[src/rtl/result_readback_if.sv]
// Bus bundle for result_readback: control, memory read port and output byte stream.
interface result_readback_if #(
    parameter int unsigned ADDR_W = 7,
    parameter int unsigned DATA_W = 32,
    parameter int unsigned BYTE_W = 8,
    parameter int unsigned CNT_W  = 10
);
    logic              start;
    logic [ADDR_W-1:0] base_addr;
    logic [CNT_W-1:0]  byte_count;
    logic              mem_rd;
    logic [ADDR_W-1:0] mem_index;
    logic [DATA_W-1:0] mem_out;
    logic [BYTE_W-1:0] out_data;
    logic              out_valid;
    logic              out_ready;
    logic              out_last;
    logic              busy;
    logic              done;

    // Readback engine side
    modport master (
        input  start, base_addr, byte_count, mem_out, out_ready,
        output mem_rd, mem_index, out_data, out_valid, out_last, busy, done
    );

    // Memory / host side
    modport slave (
        output start, base_addr, byte_count, mem_out, out_ready,
        input  mem_rd, mem_index, out_data, out_valid, out_last, busy, done
    );
endinterface

[src/rtl/result_readback.sv]
// Walks packed result words in data memory and streams them MSB-byte-first as a valid/ready byte stream.
module result_readback #(
    parameter int unsigned ADDR_W = 7,
    parameter int unsigned DATA_W = 32,
    parameter int unsigned BYTE_W = 8,
    parameter int unsigned CNT_W  = 10
) (
    input  logic               clk,
    input  logic               rst,
    result_readback_if.master  bus
);
    localparam int unsigned BYTES_PER_WORD = DATA_W / BYTE_W;
    localparam int unsigned IDX_W          = $clog2(BYTES_PER_WORD);
    localparam int unsigned LAST_IDX       = BYTES_PER_WORD - 1;

    typedef enum logic [2:0] {
        S_IDLE,
        S_FETCH,
        S_WAIT,
        S_EMIT,
        S_DONE
    } state_t;

    state_t            r_state;
    state_t            w_next_state;
    logic [ADDR_W-1:0] r_addr;
    logic [ADDR_W-1:0] w_addr_n;
    logic [CNT_W-1:0]  r_remaining;
    logic [CNT_W-1:0]  w_remaining_n;
    logic [DATA_W-1:0] r_word;
    logic [DATA_W-1:0] w_word_n;
    logic [DATA_W-1:0] w_shifted;
    logic [IDX_W-1:0]  r_byte_idx;
    logic [IDX_W-1:0]  w_byte_idx_n;
    logic              w_xfer;

    logic              r_mem_rd;
    logic [ADDR_W-1:0] r_mem_index;
    logic [BYTE_W-1:0] r_out_data;
    logic              r_out_valid;
    logic              r_out_last;
    logic              r_busy;
    logic              r_done;

    assign w_xfer = r_out_valid & bus.out_ready;

    // Selected byte of the upcoming word/index, top byte after a left shift
    assign w_shifted = w_word_n << (32'(BYTE_W) * 32'(w_byte_idx_n));

    // State register
    always_ff @(posedge clk or posedge rst) begin
        if (rst) begin
            r_state <= S_IDLE;
        end else begin
            r_state <= w_next_state;
        end
    end

    // Next-state and next datapath values
    always_comb begin
        w_next_state  = r_state;
        w_addr_n      = r_addr;
        w_remaining_n = r_remaining;
        w_word_n      = r_word;
        w_byte_idx_n  = r_byte_idx;
        case (r_state)
            S_IDLE: begin
                if (bus.start) begin
                    w_addr_n      = bus.base_addr;
                    w_remaining_n = bus.byte_count;
                    w_next_state  = (bus.byte_count == '0) ? S_DONE : S_FETCH;
                end
            end
            S_FETCH: begin
                w_next_state = S_WAIT;
            end
            S_WAIT: begin
                w_word_n     = bus.mem_out;
                w_byte_idx_n = '0;
                w_addr_n     = r_addr + ADDR_W'(1);
                w_next_state = S_EMIT;
            end
            S_EMIT: begin
                if (w_xfer) begin
                    w_remaining_n = r_remaining - CNT_W'(1);
                    w_byte_idx_n  = r_byte_idx + IDX_W'(1);
                    if (r_remaining == CNT_W'(1)) begin
                        w_next_state = S_DONE;
                    end else if (r_byte_idx == IDX_W'(LAST_IDX)) begin
                        w_next_state = S_FETCH;
                    end
                end
            end
            S_DONE: begin
                w_next_state = S_IDLE;
            end
            default: begin
                w_next_state = S_IDLE;
            end
        endcase
    end

    // Datapath registers and outputs registered from the next state
    always_ff @(posedge clk or posedge rst) begin
        if (rst) begin
            r_addr      <= '0;
            r_remaining <= '0;
            r_word      <= '0;
            r_byte_idx  <= '0;
            r_mem_rd    <= 1'b0;
            r_mem_index <= '0;
            r_out_data  <= '0;
            r_out_valid <= 1'b0;
            r_out_last  <= 1'b0;
            r_busy      <= 1'b0;
            r_done      <= 1'b0;
        end else begin
            r_addr      <= w_addr_n;
            r_remaining <= w_remaining_n;
            r_word      <= w_word_n;
            r_byte_idx  <= w_byte_idx_n;
            r_mem_rd    <= (w_next_state == S_FETCH);
            if (w_next_state == S_FETCH) begin
                r_mem_index <= w_addr_n;
            end
            if (w_next_state == S_EMIT) begin
                r_out_data <= w_shifted[DATA_W-1 -: BYTE_W];
            end
            r_out_valid <= (w_next_state == S_EMIT);
            r_out_last  <= (w_next_state == S_EMIT) && (w_remaining_n == CNT_W'(1));
            r_busy      <= (w_next_state != S_IDLE);
            r_done      <= (w_next_state == S_DONE);
        end
    end

    assign bus.mem_rd    = r_mem_rd;
    assign bus.mem_index = r_mem_index;
    assign bus.out_data  = r_out_data;
    assign bus.out_valid = r_out_valid;
    assign bus.out_last  = r_out_last;
    assign bus.busy      = r_busy;
    assign bus.done      = r_done;
endmodule

[src/flat_wrapper.sv]
// flat-port wrapper written by rule: the top's interface ports become plain ports
module result_readback_flat 
#(
    parameter int unsigned ADDR_W = 7,
    parameter int unsigned DATA_W = 32,
    parameter int unsigned BYTE_W = 8,
    parameter int unsigned CNT_W  = 10
)
  (clk, rst, bus_start, bus_base_addr, bus_byte_count, bus_mem_out, bus_out_ready, bus_mem_rd, bus_mem_index, bus_out_data, bus_out_valid, bus_out_last, bus_busy, bus_done);
  result_readback_if #(.ADDR_W(ADDR_W), .DATA_W(DATA_W), .BYTE_W(BYTE_W), .CNT_W(CNT_W)) bus_i ();
  input  logic clk;
  input  logic rst;
  input wire logic [$bits(bus_i.start)-1:0] bus_start;
  input wire logic [$bits(bus_i.base_addr)-1:0] bus_base_addr;
  input wire logic [$bits(bus_i.byte_count)-1:0] bus_byte_count;
  input wire logic [$bits(bus_i.mem_out)-1:0] bus_mem_out;
  input wire logic [$bits(bus_i.out_ready)-1:0] bus_out_ready;
  output wire logic [$bits(bus_i.mem_rd)-1:0] bus_mem_rd;
  output wire logic [$bits(bus_i.mem_index)-1:0] bus_mem_index;
  output wire logic [$bits(bus_i.out_data)-1:0] bus_out_data;
  output wire logic [$bits(bus_i.out_valid)-1:0] bus_out_valid;
  output wire logic [$bits(bus_i.out_last)-1:0] bus_out_last;
  output wire logic [$bits(bus_i.busy)-1:0] bus_busy;
  output wire logic [$bits(bus_i.done)-1:0] bus_done;
  assign bus_i.start = bus_start;
  assign bus_i.base_addr = bus_base_addr;
  assign bus_i.byte_count = bus_byte_count;
  assign bus_i.mem_out = bus_mem_out;
  assign bus_i.out_ready = bus_out_ready;
  assign bus_mem_rd = bus_i.mem_rd;
  assign bus_mem_index = bus_i.mem_index;
  assign bus_out_data = bus_i.out_data;
  assign bus_out_valid = bus_i.out_valid;
  assign bus_out_last = bus_i.out_last;
  assign bus_busy = bus_i.busy;
  assign bus_done = bus_i.done;
  result_readback #(.ADDR_W(ADDR_W), .DATA_W(DATA_W), .BYTE_W(BYTE_W), .CNT_W(CNT_W)) u_core (.clk(clk), .rst(rst), .bus(bus_i));
endmodule
[config.mk]
export PLATFORM = sky130hd
export DESIGN_NAME = result_readback_flat
export DESIGN_NICKNAME = d
export VERILOG_FILES = /design/src/rtl/result_readback_if.sv /design/src/rtl/result_readback.sv /design/src/flat_wrapper.sv
export SDC_FILE = /design/constraint.sdc
export NUM_CORES = 1
export LEC_CHECK = 0
export ABC_AREA = 0
export BUFFER_PORTS_ARGS = -buffer_cell sky130_fd_sc_hd__buf_2
export CAP_MARGIN = 20
export CORE_MARGIN = 1
export CORE_UTILIZATION = 50
export DETAILED_ROUTE_END_ITERATION = 7
export PLACE_DENSITY = 0.73
export SYNTH_ARGS = -nofsm -noshare
export SYNTH_HDL_FRONTEND = slang
export SYNTH_SLANG_ARGS = --single-unit
export TNS_END_PERCENT = 5
[constraint.sdc]
create_clock -name clk -period 2.6 [get_ports clk]
set_input_delay 0.26 -clock clk [delete_from_list [all_inputs] [get_ports clk]]
set_output_delay 0.26 -clock clk [all_outputs]
set_load 0.05 [all_outputs]
# == Yosys cells after proc, flatten, opt, wreduce, memory -nomap -nowiden ==
# Cells that the tools add are included.
# op_classes
n_addsub,3
eq_ne,9
shift,1
n_mux,14
bitwise_logic,1
n_reduce_logical,4
# ops
cell,n
$mux W32,1
$shl A32 B5 Y32,1
$eq A10 B1 Y1 const B,2
$mux W10,2
$pmux W10 S2,1
$mux W3,5
$pmux W7 S2,1
$pmux W3 S4,1
$logic_not A10 Y1,1
$sub A10 B1 Y10 const B,1
$eq A3 B2 Y1 const B,3
$add A7 B1 Y7 const B,1
$mux W7,1
$eq A3 B1 Y1 const B,2
$pmux W2 S2,1
$eq A3 B3 Y1 const B,1
$logic_not A3 Y1,1
$reduce_bool A3 Y1,1
$add A2 B1 Y2 const B,1
$eq A2 B2 Y1 const B,1
$mux W2,1
$and A1 B1 Y1,1
$logic_and A1 B1 Y1,1
# totals
register_bits,74
out_inout_bits,20
word_cells,44

# == Depth between registers and ports, before layout ==
# logic_depth
ltp_word,7
ltp_mapped,8
depth_no_buf,8

# == Worst setup path after synthesis ==
# No wires, ideal clock.
# synth_path
kind,register -> register
startpoint,"register u_core.r_out_valid, in the netlist u_core.bus.out_valid"
endpoint,"register u_core.r_out_data[0], in the netlist u_core.bus.out_data[0]"
setup_time_ps,125
arrival_time_ps,2502
slack_ps,-27
path_stages_with_launch,8
n_path_buf,1
period_less_slack_ps,2627
path_cell_list,dfrtp_1 nand2_1 nor2_1 mux2_2 a22o_1 clkbuf_1 mux4_2 mux2_2
# synth_via
elab_chain_len,4
elab_cells_between_ends,7
cone_classes,1 x eq/ne; 1 x shift; 4 x mux; 1 x bitwise
# synth_lines
item,line,rtl
start: declaration,result_readback.sv:40,logic r_out_valid;
start signal: assignment,result_readback.sv:129,r_out_valid <= (w_next_state == S_EMIT);
$and A1 B1 Y1,result_readback.sv:45,assign w_xfer = r_out_valid & bus.out_ready;
$mux W2,result_readback.sv:84,if (w_xfer) begin
$pmux W2 S2,result_readback.sv:66,case (r_state)
named net u_core.w_byte_idx_n[0],result_readback.sv:34,logic [IDX_W-1:0] w_byte_idx_n;
$shl A32 B5 Y32,result_readback.sv:48,assign w_shifted = w_word_n << (32'(BYTE_W) * 32'(w_byte_idx_n));
end signal: assignment,result_readback.sv:127,r_out_data <= w_shifted[DATA_W-1 -: BYTE_W];
end: declaration,result_readback.sv:39,logic [BYTE_W-1:0] r_out_data;
# The timed path passes the listed nets, and every way through them passes these cells.
# A chain may end at the register's enable or synchronous reset.

# == Worst setup path in the final report ==
# layout_path
startpoint,register u_core.r_state[1]
endpoint,"register u_core.r_out_last, in the netlist u_core.bus.out_last"
# layout_via
elab_cells_between_ends,13
cone_classes,5 x eq/ne; 6 x mux; 2 x reduce/logical
# layout_rtl
item,line,rtl
start: declaration,result_readback.sv:24,state_t r_state;
start signal: assignment,result_readback.sv:55,r_state <= w_next_state;
$eq A3 B2 Y1 or $logic_not A3 Y1 (tied branches),result_readback.sv:66,
$pmux W10 S2 *,result_readback.sv:66,
named net u_core.w_remaining_n[1],result_readback.sv:29,logic [CNT_W-1:0] w_remaining_n;
$eq A10 B1 Y1 *,result_readback.sv:130,r_out_last <= (w_next_state == S_EMIT) && (w_remaining_n == CNT_W'(1));
$logic_and A1 B1 Y1 *,result_readback.sv:130,
end signal: assignment,result_readback.sv:130,
end: declaration,result_readback.sv:41,logic r_out_last;
# Mark *: on every way through the listed nets, which the timed path passes. The rest lies on a longest branch.

==> metrics.md <==
| Metric | Value |
|---|---|
| Sequential area share after synthesis | 49.9% |
| Yosys top cell by area | dfrtp_1 |
| Highest net fanout along the worst path | 5 |
| Worst setup SP type | register |
| Largest net degree at the start of global routing | 30 |
| EDFF count, synth | 0 |
| CTS H-tree depth | 3 |
| Slew Limit Fails | 0 |
| Fmax | 0.397 GHz |
| I/O pin total | 73 |
| Worst Setup End Kind | register |
| Synth top area cells | dfrtp_1 50%, mux2_2 15%, mux4_2 4.9% |
| Fraction of layout cells with a size suffix above 1 | 45.8% |
| Async S/R FF share, synth | 100% |
| RSZ-0062 raised after global routing | yes |
| CTS max path bufs | 2 |
| Routed Antenna Nets | 0 |
| Die area | 7770 sq um |
| Drt drc | 0 |
| Antenna violations before repair | 0 |
| Mapped Avg Cell Area | 12.1 sq um |
| Max cap viols | 0 |
| CP Cell Sequence | or4b_4 -> o211ai_1 -> o311ai_1 -> or4b_1 -> or4_1 -> nor4_2 |
| Initial Util | 51.4% |
| Switching portion of total power | 39.5% |
| Ys flop type | dfrtp_1 |
| WS Path Type | reg -> reg |
| Mapped Nets | 364 |
| Clk slew on worst S/H paths | 90 ps |
| Hpwl dp | 5.87 mm |
| Core area | 7210 sq um |
| Crit path time final | 2520 ps |
| CTS tree | done |
| Buffers on Ports | 72 |
| FP Rows | 31 |
| Tcrit/Tclk final | 96.9% |
| Total Power | 5.97 mW |
| Via/cell ratio | 5.66 |
| Pre-CTS setup slack | 56.1 ps |
| DP Cell Count | 482 |
| Peak VDD IR | 0.000748 V |
| Root cell of the clock tree | clkbuf_8 |
| Area growth, synth to finish | 21.3% |
| GRT overflow | 0 |
| Comb power frac | 50.7% |
| Clock latency on the worst-skew pair | 350 ps |
| P_sw | 2.35 mW |
| Pleak | 1.98 nW |
| Slowest CP cell | or4b_4 |
| Final WS setup | 80.4 ps |
| Register share of total power | 32.3% |
| Final Hold Vio Count | 0 |
| Worst slew pin tran | 645 ps |
| Worst slew margin | 56.6% |
| Met3 usage in global routing | 5.09% |
| Met2 Resource Use GR | 36.7% |
| Ys Warns | 0 |
| Final Setup Violations | 0 |
| Vias in the first global route | 2789 |
| Worst Clk Skew | 10.7 ps |
| CTS Buf Count | 9 |
| DIE HEIGHT | 88.1 microns |
| CP required | 2860 ps |
| Pwr per Cell Area | 1330 nW/um^2 |
| Internal Pwr Total | 3.61 mW |
| Drt total wl | 8.26 mm |
| DR vias | 2824 |
| HP Class | in -> reg |
| Grt peak-use layer | met2 |
| GRT Overall Usage | 22.8% |
| Arr. time, crit path | 2780 ps |
| M1 GR Usage | 30.5% |
| Die X | 88.1 microns |
| Antenna Diode Count | 0 |
| Nets | 452 |
| CP max stage delay | 550 ps |
| Top-area cell type share of the netlist area | 49.9% |
| Drt first pass iters | 4 |
| Post-CTS Setup Repair Bufs | 0 |
| Num Clock Sinks | 74 |
| Fin cells | 499 |
| Clk network pwr share | 16.9% |
| Mapped cell area | 3710 sq um |
| Post-synthesis register bit count | 74 |
| Global placer's final weighted congestion | 0.864 |
| First-pass GRT wire length | 13.3 mm |
| Post-synth cell types | 56 |
| Synth Instances | 307 |
| Routed len/inst | 16.5 microns |
| Status | finished clean |
| Initial DRC count | 164 |
cell families after synthesis:
| kind of cell | Yosys count | share of synthesized area [%] |
|---|---|---|
| flip-flops | 74 | 49.9 |
| buffers and inverters | 25 | 3.95 |
| adder cells (fa/ha/maj) | 4 | 1.35 |
| AO/OA/AOI/OAI | 58 | 11.0 |
| AND/OR/NAND/NOR | 82 | 12.4 |
| multiplexers | 57 | 19.7 |
| XOR/XNOR | 7 | 1.65 |
placed cells by master, fill, tap and decap left out, types with 8 or more instances in the layout:
cell type,Yosys,final
a21oi_1,14,14
mux2_2,49,49
dfrtp_1,74,73
mux4_2,8,8
buf_2,1,72
nor2_1,27,26
clkbuf_8,4,9
buf_4,1,19
o21ai_0,9,9
nand3_1,9,9
nand2_1,14,14
state kept, by name, summed over array words and instances (netlist names):
signal,count
u_core.r_state,3
u_core.bus.busy,1
u_core.r_addr,7
u_core.bus.mem_rd,1
u_core.bus.done,1
u_core.bus.out_valid,1
u_core.bus.out_data,8
u_core.bus.mem_index,7
u_core.r_word,32
u_core.r_byte_idx,2
u_core.r_remaining,10
u_core.bus.out_last,1
power by group through the flow:
stage                     logic [mW]  clock network (mW)  registers (mW)
after detailed placement        3.01                   0            1.95
after global routing            3.25                1.09            1.98
after CTS                       3.02                1.02            1.93
after floorplan                 1.91                   0            2.33
after global placement          2.93                   0            1.93
final                           3.03                1.01            1.93
metal layers:
layer | share of wire, % | wire length (microns) | vias up
li1 | - | - | 1324
met3 | 4.4 | 362 | 13
met4 | 1.6 | 135 | 0
met5 | 0 | 0 | -
met2 | 50 | 4100 | 70
met1 | 44 | 3660 | 1417
through the flow:
step	hold slack [ps]	cell area (sq um)	TNS (ps)	util (%)
finish	150	4500	0	62.4
global route	144	4500	-123	62.4
CTS	145	4490	0	62.3
detailed placement	299	4260	0	59.0
global placement	287	4260	0	59.0
floorplan	398	3710	0	-
worst paths after layout:
path	from	slack (ps)	endpoint	depth (start not counted)
worst min-delay path	bus_mem_out[8]	150	u_core.r_word[8]	2
worst min register to register	u_core.r_word[2]	500	u_core.r_word[2]	1
min in group asynchronous	rst	470	u_core.bus.out_data[0]	3
max in group asynchronous	rst	1370	u_core.r_state[1]	4
worst max-delay path	u_core.r_state[1]	80	u_core.bus.out_last	6
worst max register to register	u_core.r_state[1]	80	u_core.bus.out_last	6
critical path, delay by kind of cell, from the launching register on:
family           cells  cell delay (ps)
flip-flops           1              450
AND/OR/NAND/NOR      4             1700
AO/OA/AOI/OAI        2              280
layout make-up:
| cell class | instances | area, sq um |
|---|---|---|
| Clock buffer | 9 | 124 |
| Clock inverter | 7 | 98.8 |
| Fill cell | 627 | 2710 |
| Inverter | 7 | 26.3 |
| Multi-Input combinational cell | 208 | 1720 |
| Sequential cell | 74 | 1850 |
| Tap cell | 99 | 124 |
| Timing Repair Buffer | 95 | 556 |
synth_stat cells (all sizes together), types with 2 or more instances:
cell type,count
dfrtp,74
o211ai,2
o311ai,2
o221ai,5
nor4,5
or4,2
a32oi,7
a21oi,14
a22o,3
mux2,49
o22ai,4
and3,3
xnor2,7
nor4b,2
nor3,5
or3,2
buf,4
o21ai,9
mux4,8
nor2,27
nor2b,2
or4b,2
ha,4
o31ai,2
nand3,9
nand2,14
clkbuf,14
inv,7
o21bai,2
o21a,2
timing repair:
action / 4_1_cts / 5_1_grt
hold endpoints to repair: 20 / 0
resized for setup: 0 / 4
setup endpoints to repair: 0 / 16
hold buffers: 1 / 0
(Power assumes the default switching activity.)
